==> src/rtl/mips_ctrl_pkg.sv <==
`timescale 1ns/1ps
// Shared types and constants for the multi-cycle MIPS control unit:
// FSM state enum, opcode/funct encodings, ALU control codes, ALUOp codes,
// mux select codes and the datapath control bundle.
package mips_ctrl_pkg;

    localparam int unsigned STATE_W    = 4;
    localparam int unsigned OP_W       = 6;
    localparam int unsigned FUNCT_W    = 6;
    localparam int unsigned ALU_CODE_W = 3;

    typedef enum logic [STATE_W-1:0] {
        S_FETCH  = 4'd0,
        S_DECODE = 4'd1,
        S_MEMADR = 4'd2,
        S_MEMRD  = 4'd3,
        S_MEMWB  = 4'd4,
        S_MEMWR  = 4'd5,
        S_EXEC   = 4'd6,
        S_ALUWB  = 4'd7,
        S_BRANCH = 4'd8,
        S_ADDIEX = 4'd9,
        S_ADDIWB = 4'd10,
        S_JUMP   = 4'd11
    } state_t;

    localparam logic [OP_W-1:0] OP_RTYPE = 6'b000000;
    localparam logic [OP_W-1:0] OP_LW    = 6'b100011;
    localparam logic [OP_W-1:0] OP_SW    = 6'b101011;
    localparam logic [OP_W-1:0] OP_BEQ   = 6'b000100;
    localparam logic [OP_W-1:0] OP_BNE   = 6'b000101;
    localparam logic [OP_W-1:0] OP_ADDI  = 6'b001000;
    localparam logic [OP_W-1:0] OP_J     = 6'b000010;

    localparam logic [FUNCT_W-1:0] FN_ADD = 6'b100000;
    localparam logic [FUNCT_W-1:0] FN_SUB = 6'b100010;
    localparam logic [FUNCT_W-1:0] FN_AND = 6'b100100;
    localparam logic [FUNCT_W-1:0] FN_OR  = 6'b100101;
    localparam logic [FUNCT_W-1:0] FN_SLT = 6'b101010;

    localparam logic [ALU_CODE_W-1:0] ALU_ADD = 3'b010;
    localparam logic [ALU_CODE_W-1:0] ALU_SUB = 3'b110;
    localparam logic [ALU_CODE_W-1:0] ALU_AND = 3'b000;
    localparam logic [ALU_CODE_W-1:0] ALU_OR  = 3'b001;
    localparam logic [ALU_CODE_W-1:0] ALU_SLT = 3'b111;

    typedef enum logic [1:0] {
        ALUOP_ADD   = 2'b00,
        ALUOP_SUB   = 2'b01,
        ALUOP_FUNCT = 2'b10
    } aluop_t;

    localparam logic [1:0] SRCB_REG    = 2'b00;
    localparam logic [1:0] SRCB_FOUR   = 2'b01;
    localparam logic [1:0] SRCB_IMM    = 2'b10;
    localparam logic [1:0] SRCB_IMM_SH = 2'b11;

    localparam logic [1:0] PCSRC_ALU    = 2'b00;
    localparam logic [1:0] PCSRC_ALUOUT = 2'b01;
    localparam logic [1:0] PCSRC_JUMP   = 2'b10;

    // Per-state datapath control bundle (write strobes ungated by reset)
    typedef struct packed {
        logic       iord;
        logic       mem_write;
        logic       ir_write;
        logic       reg_write;
        logic       mem_to_reg;
        logic       reg_dst;
        logic       alu_src_a;
        logic [1:0] alu_src_b;
        logic [1:0] pc_src;
    } ctrl_t;

endpackage

==> src/rtl/mips_mc_alu_decoder.sv <==
`timescale 1ns/1ps
// ALU control decode: maps ALUOp and funct to the 3-bit ALU operation code.
// Ports: aluop (ALUOp class), funct (IR[5:0]), alu_ctl (ALU code),
//        funct_illegal (funct is not one of add/sub/and/or/slt).
module mips_mc_alu_decoder
    import mips_ctrl_pkg::*;
(
    input  aluop_t                  aluop,
    input  logic [FUNCT_W-1:0]      funct,
    output logic [ALU_CODE_W-1:0]   alu_ctl,
    output logic                    funct_illegal
);

    logic [ALU_CODE_W-1:0] funct_ctl;

    // R-type funct table; unknown funct falls back to add
    always_comb begin
        funct_ctl     = ALU_ADD;
        funct_illegal = 1'b0;
        case (funct)
            FN_ADD:  funct_ctl = ALU_ADD;
            FN_SUB:  funct_ctl = ALU_SUB;
            FN_AND:  funct_ctl = ALU_AND;
            FN_OR:   funct_ctl = ALU_OR;
            FN_SLT:  funct_ctl = ALU_SLT;
            default: funct_illegal = 1'b1;
        endcase
    end

    // ALUOp selects fixed add/sub or the funct field
    always_comb begin
        alu_ctl = ALU_ADD;
        case (aluop)
            ALUOP_SUB:   alu_ctl = ALU_SUB;
            ALUOP_FUNCT: alu_ctl = funct_ctl;
            default:     alu_ctl = ALU_ADD;
        endcase
    end

endmodule

==> src/rtl/mips_mc_controller.sv <==
`timescale 1ns/1ps
// Moore control FSM for the multi-cycle MIPS core with ALU decode.
// Inputs : clk, reset (async active-low), op/funct (IR fields), zero (ALU flag),
//          mem_ready (memory access completes this cycle).
// Outputs: datapath enables/selects (pc_en, iord, mem_write, ir_write, reg_write,
//          mem_to_reg, reg_dst, alu_src_a, alu_src_b, pc_src, alu_control),
//          illegal_op (DECODE-cycle pulse), state_dbg (current state encoding).
module mips_mc_controller
    import mips_ctrl_pkg::*;
#(
    parameter bit          MEM_WAIT_EN = 1'b1,
    parameter bit          SUPPORT_BNE = 1'b1,
    parameter int unsigned ALUCTL_W    = 3
)(
    input  logic                clk,
    input  logic                reset,
    input  logic [OP_W-1:0]     op,
    input  logic [FUNCT_W-1:0]  funct,
    input  logic                zero,
    input  logic                mem_ready,
    output logic                pc_en,
    output logic                iord,
    output logic                mem_write,
    output logic                ir_write,
    output logic                reg_write,
    output logic                mem_to_reg,
    output logic                reg_dst,
    output logic                alu_src_a,
    output logic [1:0]          alu_src_b,
    output logic [1:0]          pc_src,
    output logic [ALUCTL_W-1:0] alu_control,
    output logic                illegal_op,
    output logic [STATE_W-1:0]  state_dbg
);

    state_t                state, state_nxt;
    aluop_t                aluop;
    ctrl_t                 ctrl;
    logic                  ready;
    logic                  pc_write;
    logic                  branch_en;
    logic                  dec_illegal;
    logic                  funct_illegal;
    logic [ALU_CODE_W-1:0] alu_ctl;

    assign ready = MEM_WAIT_EN ? mem_ready : 1'b1;

    mips_mc_alu_decoder u_alu_dec (
        .aluop         (aluop),
        .funct         (funct),
        .alu_ctl       (alu_ctl),
        .funct_illegal (funct_illegal)
    );

    // State register
    always_ff @(posedge clk or negedge reset) begin
        if (!reset) state <= S_FETCH;
        else        state <= state_nxt;
    end

    // Next-state and per-state control decode; unknown encodings fall to FETCH
    always_comb begin
        state_nxt   = S_FETCH;
        ctrl        = '0;
        aluop       = ALUOP_ADD;
        pc_write    = 1'b0;
        branch_en   = 1'b0;
        dec_illegal = 1'b0;
        case (state)
            S_FETCH: begin
                ctrl.alu_src_b = SRCB_FOUR;
                ctrl.pc_src    = PCSRC_ALU;
                if (ready) begin
                    ctrl.ir_write = 1'b1;
                    pc_write      = 1'b1;
                    state_nxt     = S_DECODE;
                end else begin
                    state_nxt     = S_FETCH;
                end
            end
            S_DECODE: begin
                ctrl.alu_src_b = SRCB_IMM_SH;
                case (op)
                    OP_LW, OP_SW: state_nxt = S_MEMADR;
                    OP_RTYPE: begin
                        state_nxt   = S_EXEC;
                        dec_illegal = funct_illegal;
                    end
                    OP_BEQ:  state_nxt = S_BRANCH;
                    OP_BNE: begin
                        if (SUPPORT_BNE) state_nxt   = S_BRANCH;
                        else             dec_illegal = 1'b1;
                    end
                    OP_ADDI: state_nxt = S_ADDIEX;
                    OP_J:    state_nxt = S_JUMP;
                    default: dec_illegal = 1'b1;
                endcase
            end
            S_MEMADR: begin
                ctrl.alu_src_a = 1'b1;
                ctrl.alu_src_b = SRCB_IMM;
                state_nxt      = (op == OP_LW) ? S_MEMRD : S_MEMWR;
            end
            S_MEMRD: begin
                ctrl.iord = 1'b1;
                state_nxt = ready ? S_MEMWB : S_MEMRD;
            end
            S_MEMWB: begin
                ctrl.reg_write  = 1'b1;
                ctrl.mem_to_reg = 1'b1;
            end
            S_MEMWR: begin
                // strobe held through the whole wait, not just the completing cycle
                ctrl.iord      = 1'b1;
                ctrl.mem_write = 1'b1;
                state_nxt      = ready ? S_FETCH : S_MEMWR;
            end
            S_EXEC: begin
                ctrl.alu_src_a = 1'b1;
                ctrl.alu_src_b = SRCB_REG;
                aluop          = ALUOP_FUNCT;
                state_nxt      = S_ALUWB;
            end
            S_ALUWB: begin
                ctrl.reg_write = 1'b1;
                ctrl.reg_dst   = 1'b1;
            end
            S_BRANCH: begin
                ctrl.alu_src_a = 1'b1;
                ctrl.alu_src_b = SRCB_REG;
                ctrl.pc_src    = PCSRC_ALUOUT;
                aluop          = ALUOP_SUB;
                branch_en      = (SUPPORT_BNE && (op == OP_BNE)) ? ~zero : zero;
            end
            S_ADDIEX: begin
                ctrl.alu_src_a = 1'b1;
                ctrl.alu_src_b = SRCB_IMM;
                state_nxt      = S_ADDIWB;
            end
            S_ADDIWB: begin
                ctrl.reg_write = 1'b1;
            end
            S_JUMP: begin
                ctrl.pc_src = PCSRC_JUMP;
                pc_write    = 1'b1;
            end
            default: ;
        endcase
    end

    // Write strobes are killed combinationally while reset is held low
    assign pc_en       = reset & (pc_write | branch_en);
    assign mem_write   = reset & ctrl.mem_write;
    assign ir_write    = reset & ctrl.ir_write;
    assign reg_write   = reset & ctrl.reg_write;
    assign illegal_op  = reset & dec_illegal;
    assign iord        = ctrl.iord;
    assign mem_to_reg  = ctrl.mem_to_reg;
    assign reg_dst     = ctrl.reg_dst;
    assign alu_src_a   = ctrl.alu_src_a;
    assign alu_src_b   = ctrl.alu_src_b;
    assign pc_src      = ctrl.pc_src;
    assign alu_control = ALUCTL_W'(alu_ctl);
    assign state_dbg   = state;

endmodule

==> config.mk <==
export PLATFORM = sky130hd
export DESIGN_NAME = mips_mc_controller
export DESIGN_NICKNAME = d
export VERILOG_FILES = /design/src/rtl/mips_ctrl_pkg.sv /design/src/rtl/mips_mc_alu_decoder.sv /design/src/rtl/mips_mc_controller.sv
export SDC_FILE = /design/constraint.sdc
export NUM_CORES = 1
export LEC_CHECK = 0
export CORE_MARGIN = 4
export CORE_UTILIZATION = 38
export CTS_CLUSTER_DIAMETER = 120
export DETAILED_ROUTE_END_ITERATION = 12
export GPL_ROUTABILITY_DRIVEN = 0
export GPL_TIMING_DRIVEN = 0
export PLACE_DENSITY = 0.87
export SYNTH_ARGS = -nofsm -noshare
export SYNTH_HDL_FRONTEND = slang
export SYNTH_SLANG_ARGS = --single-unit
==> constraint.sdc <==
create_clock -name clk -period 2.2 [get_ports clk]
set_input_delay 0.33 -clock clk [delete_from_list [all_inputs] [get_ports clk]]
set_output_delay 0.33 -clock clk [all_outputs]
set_load 0.02 [all_outputs]
Yosys cells after proc, flatten, opt, wreduce, memory -nomap -nowiden:

Cells that the tools add are included.
Widths: inputs -> output; s select.

* register bits after elaboration: 4
* output and inout bits: 20

* equal/unequal tests: 24
* multiplexer cells: 25
* bitwise operators: 7
* reductions and logical operators: 10

Operators with widths (number)
* $eq 6x6->1 const B: 7
* $pmux 4 s7: 1
* $pmux 4 s5: 1
* $eq 4x3->1 const B: 4
* $eq 4x4->1 const B: 4
* $mux 1: 13
* $eq 6x3->1 const B: 2
* $pmux 3 s4: 1
* $mux 3: 3
* $eq 4x2->1 const B: 2
* $pmux 2 s2: 2
* $reduce_or 2->1: 4
* $eq 6x2->1 const B: 1
* $eq 6x4->1 const B: 1
* $logic_not 6->1: 1
* $pmux 2 s3: 1
* $pmux 3 s2: 1
* $reduce_or 6->1: 1
* $and 1x1->1: 5
* $reduce_or 5->1: 1
* $eq 4x1->1 const B: 1
* $logic_not 4->1: 1
* $pmux 1 s2: 2
* $reduce_or 4->1: 1
* 5 further kinds: 5

Depth between registers and ports, before layout:

* depth in word-level cells: 6
* depth in mapped cells: 7
* depth with buffers taken out: 6

Hierarchy:

Synthesis repeated with hierarchy kept, for this count alone.

* cells, all modules: 104
* area, all modules: 718.2 um^2

Modules (own cells, without submodules)
* mips_mc_controller: instances 1, cells each 86, area each 575.6 um^2, seq. area each 100.1 um^2
* mips_mc_alu_decoder: instances 1, cells each 18, area each 142.6 um^2, seq. area each 0.0 um^2

Worst setup path after synthesis:

No wires, ideal clock.

* path kind: flip-flop to output port
* from: reg state[2], in the netlist state_dbg[2]
* to: out alu_control[0]
* arrival: 2415 ps
* slack: -545 ps
* cell stages (with the launch flop): 7
* cell sequence: dfrtp_1 > buf_2 > nand2b_1 > nor3_1 > inv_1 > ha_1 > nor3_1

* word-level cells in the longest chain between the ends: 4

Ends and longest elaborated chain
* start: declaration: line mips_mc_controller.sv:36 `state_t state, state_nxt;`
* start signal: assignment: line mips_mc_controller.sv:58 `else state <= state_nxt;`
* $eq 4x4->1 or $eq 4x3->1 (tied branches): line mips_mc_controller.sv:69 `case (state)`
* $pmux 2 s2 (*): line mips_mc_controller.sv:69
* $eq 2x2->1 or $eq 2x1->1 (tied branches): line mips_mc_alu_decoder.sv:33 `case (aluop)`
* $pmux 3 s2 (*): line mips_mc_alu_decoder.sv:33
* end: declaration: line mips_mc_controller.sv:31 `output logic [ALUCTL_W-1:0] alu_control,`

Every way passes the cells marked *; elsewhere a longest branch is shown, timed or not.

Worst setup path after layout:

* from: reg state[2], in the netlist state_dbg[2]
* to: out alu_control[1]

Same word-level chain as after synthesis.

==> impl_metrics.tcl <==
set metrics [dict create \
    status "completed" \
    wl_met3_um 135 \
    async_reset_ff_share_pct 100 \
    whs_ps 91.2 \
    wl_met2_mm 1.10 \
    yosysTopAreaCell "dfrtp_1" \
    cts_sinks 4 \
    r2r_end "state_dbg[1]" \
    synth_fa_ha_area_share_pct 3.86 \
    io_pins 36 \
    highest_layer "met4" \
    worstPathArrival_ps 1800 \
    min_path_type "input port to async pin" \
    synth.area.mux_share_pct 1.54 \
    grt_max_degree 11 \
    syn_to_final_growth_pct 71.8 \
    wl_met1_um 964 \
    final_util_pct 71.4 \
    portBuffers 35 \
    setup_viol 0 \
    cp-start-kind "flop" \
    crit_path_start "state_dbg[2]" \
    core_area_mm2 0.00156 \
    drive_gt1_share_pct 19.6 \
    r2r_slack_ps 510 \
    grt_pass1_wl_mm 3.50 \
    dpl.hpwl_mm 1.70 \
    path_max_fanout 10 \
    cts_buffers 3 \
    synth_top_family_by_area "simple AND/OR/NAND/NOR gates" \
    yosys_most_used_dff "dfrtp_1" \
    critPathRequiredTime_ps 1870 \
    cts_buffer_depth 2 \
    drt_iter0_markers 54 \
    wl_per_cell_um 14.6 \
    ys_types 35 \
    r2r_cells 5 \
    hold_viol_final 0 \
    yosys.area_share.xor_xnor_pct 4.05 \
    num_rows 14 \
    syn_area_per_cell_um2 6.68 \
    synth_top_area_share_pct 15.4 \
    fmax_mhz 469 \
    ir_worst_vdd_mv 0.344 \
    antenna_cells 0 \
    crit_type "flop to primary output" \
    cap_violations 0 \
    skew_ps 2.98 \
    ant_nets 0 \
    yosysWarnings 0 \
    firstDrtPassIters 4 \
    largest_register_ffs 4 \
    synth_edf_count 0 \
    track_usage_pct 18.3 \
    crit_end "alu_control[1]" \
    initial_core_util_pct 41.6 \
    synthTopCellsByArea "dfrtp_1 (15%), nor2_1 (8.1%), nor3b_1 (6.9%)" \
    grt_pass1_vias 776 \
    slew_viol_final 0 \
    min_period_over_period_pct 96.9 \
    cp-end-kind "primary output" \
    reg2reg_from "state_dbg[1]" \
    ys_top_cells_by_count "nor2_1 (14), nand2_1 (9), inv_1 (7), nor3_1 (7), nor3b_1 (6)" \
    die_h_um 49.3 \
    h-tree-depth 1 \
    nNetsFinal 157 \
    dieArea_mm2 0.00243 \
    rsz0062_at_grt "true" \
    leakagePower_nw 0.455 \
    synth-seq-cells 4 \
    cts-hold-fix-buffers 0 \
    antenna_found_initial 0 \
    post-route-min-period_ps 2130 \
    cts_root_buffer "clkbuf_4" \
    finalSetupTns_ps 0 \
    syn_inst 97 \
    synth_nets 115 \
    vias 906 \
    yosys.area_share.simple_pct 47.5 \
    clk_pin_slew_ps 40 \
    powerDensity_mw_per_mm2 457 \
    tightest_slew_ps 475 \
    synth.cell_area_um2 648 \
    vias_per_cell 5.88 \
    drc_errors 0 \
    synth_compound_area_share_pct 20.7 \
    synth_seq_area_share_pct 15.4 \
    yosysMostFrequentCell "nor2_1" \
    clock_latency_ps 240 \
    overflow 0 \
    slew_headroom_pct 68.2 \
    cts_tree "built" \
    die_w_um 49.3 \
    routed_wl_mm 2.26 \
]
-- per-layer routing --
metal	up-vias	global-route usage, %
met2	41	31.7
met1	415	20.6
met4	0	9.48
met5	-	0
li1	441	-
met3	9	3.98
-- cell families (layout without fill, tap and decap cells) --
group | Yosys count | count (layout)
AOI/OAI and AO/OA | 19 | 19
muxes | 1 | 1
adders and majority gates | 2 | 2
and+or+nand+nor | 57 | 57
DFF | 4 | 4
buffers and inverters | 11 | 52
xor gates and xnor gates | 3 | 3
-- metrics by stage --
step           total power [mW]  setup WS, ps  std cells  cell area [µm²]
2_1_floorplan             0.261         -5.59         97              673
3_3_place_gp              0.389          -492        148             1040
3_5_place_dp              0.393          -501        148             1040
4_1_cts                   0.497          12.8        153             1090
5_1_grt                   0.545         -20.8        154             1110
6_report                  0.509          67.4        154             1110
-- where the power goes --
part	leakage (nW)	internal, mW	switching [mW]
clock	0.0150	0.0684	0.0355
sequential	0.0479	0.0844	0.0151
combinational	0.392	0.142	0.164
-- cell type report --
cell class                 count  area [µm²]
buffer                         4        31.3
clock buffer                   4        26.3
fill                         129         445
inverter                       7        26.3
multi-input combinational     82         563
sequential                     4         105
tap                           16        20.0
timing repair buffer          37         342
-- worst max-delay path, stage by stage, from the launching register on --
cell,delay (ps)
dfrtp_2,420
buf_6,150
nand2b_4,160
nor3_4,140
inv_2,70
ha_4,250
a211o_1,230
buf_4,160
-- worst min path at each step --
stage	slack, ps	start	cells past startpoint	endpoint
CTS	100	reset	1	state_dbg[2]
floorplan	30	reset	0	state_dbg[0]
finish	90	reset	1	state_dbg[0]
global placement	580	state_dbg[2]	2	state_dbg[3]
global route	110	reset	1	state_dbg[2]
detailed placement	590	state_dbg[2]	2	state_dbg[3]
-- cell usage in the layout (no fill, tap or decap), drive strengths merged, types with 3 or more instances in the layout --
cell type / Yosys / layout
a31oi: 3 / 3
inv: 7 / 7
nand2b: 4 / 4
nor2: 14 / 14
nor2b: 3 / 3
dfrtp: 4 / 4
buf: 3 / 10
dlygate4sd2: 0 / 7
clkbuf: 1 / 4
clkdlybuf4s50: 0 / 22
a21oi: 4 / 4
nor3: 7 / 7
nand2: 9 / 9
nor4: 6 / 6
nor3b: 6 / 6
-- what timing repair did --
action,in CTS,in global routing
buffers inserted,1,1
gates cloned,0,0
setup endpoints to repair,12,9
resized for setup,35,13
pin swaps,1,1
No activity file was read; power rests on OpenSTA's default activity.
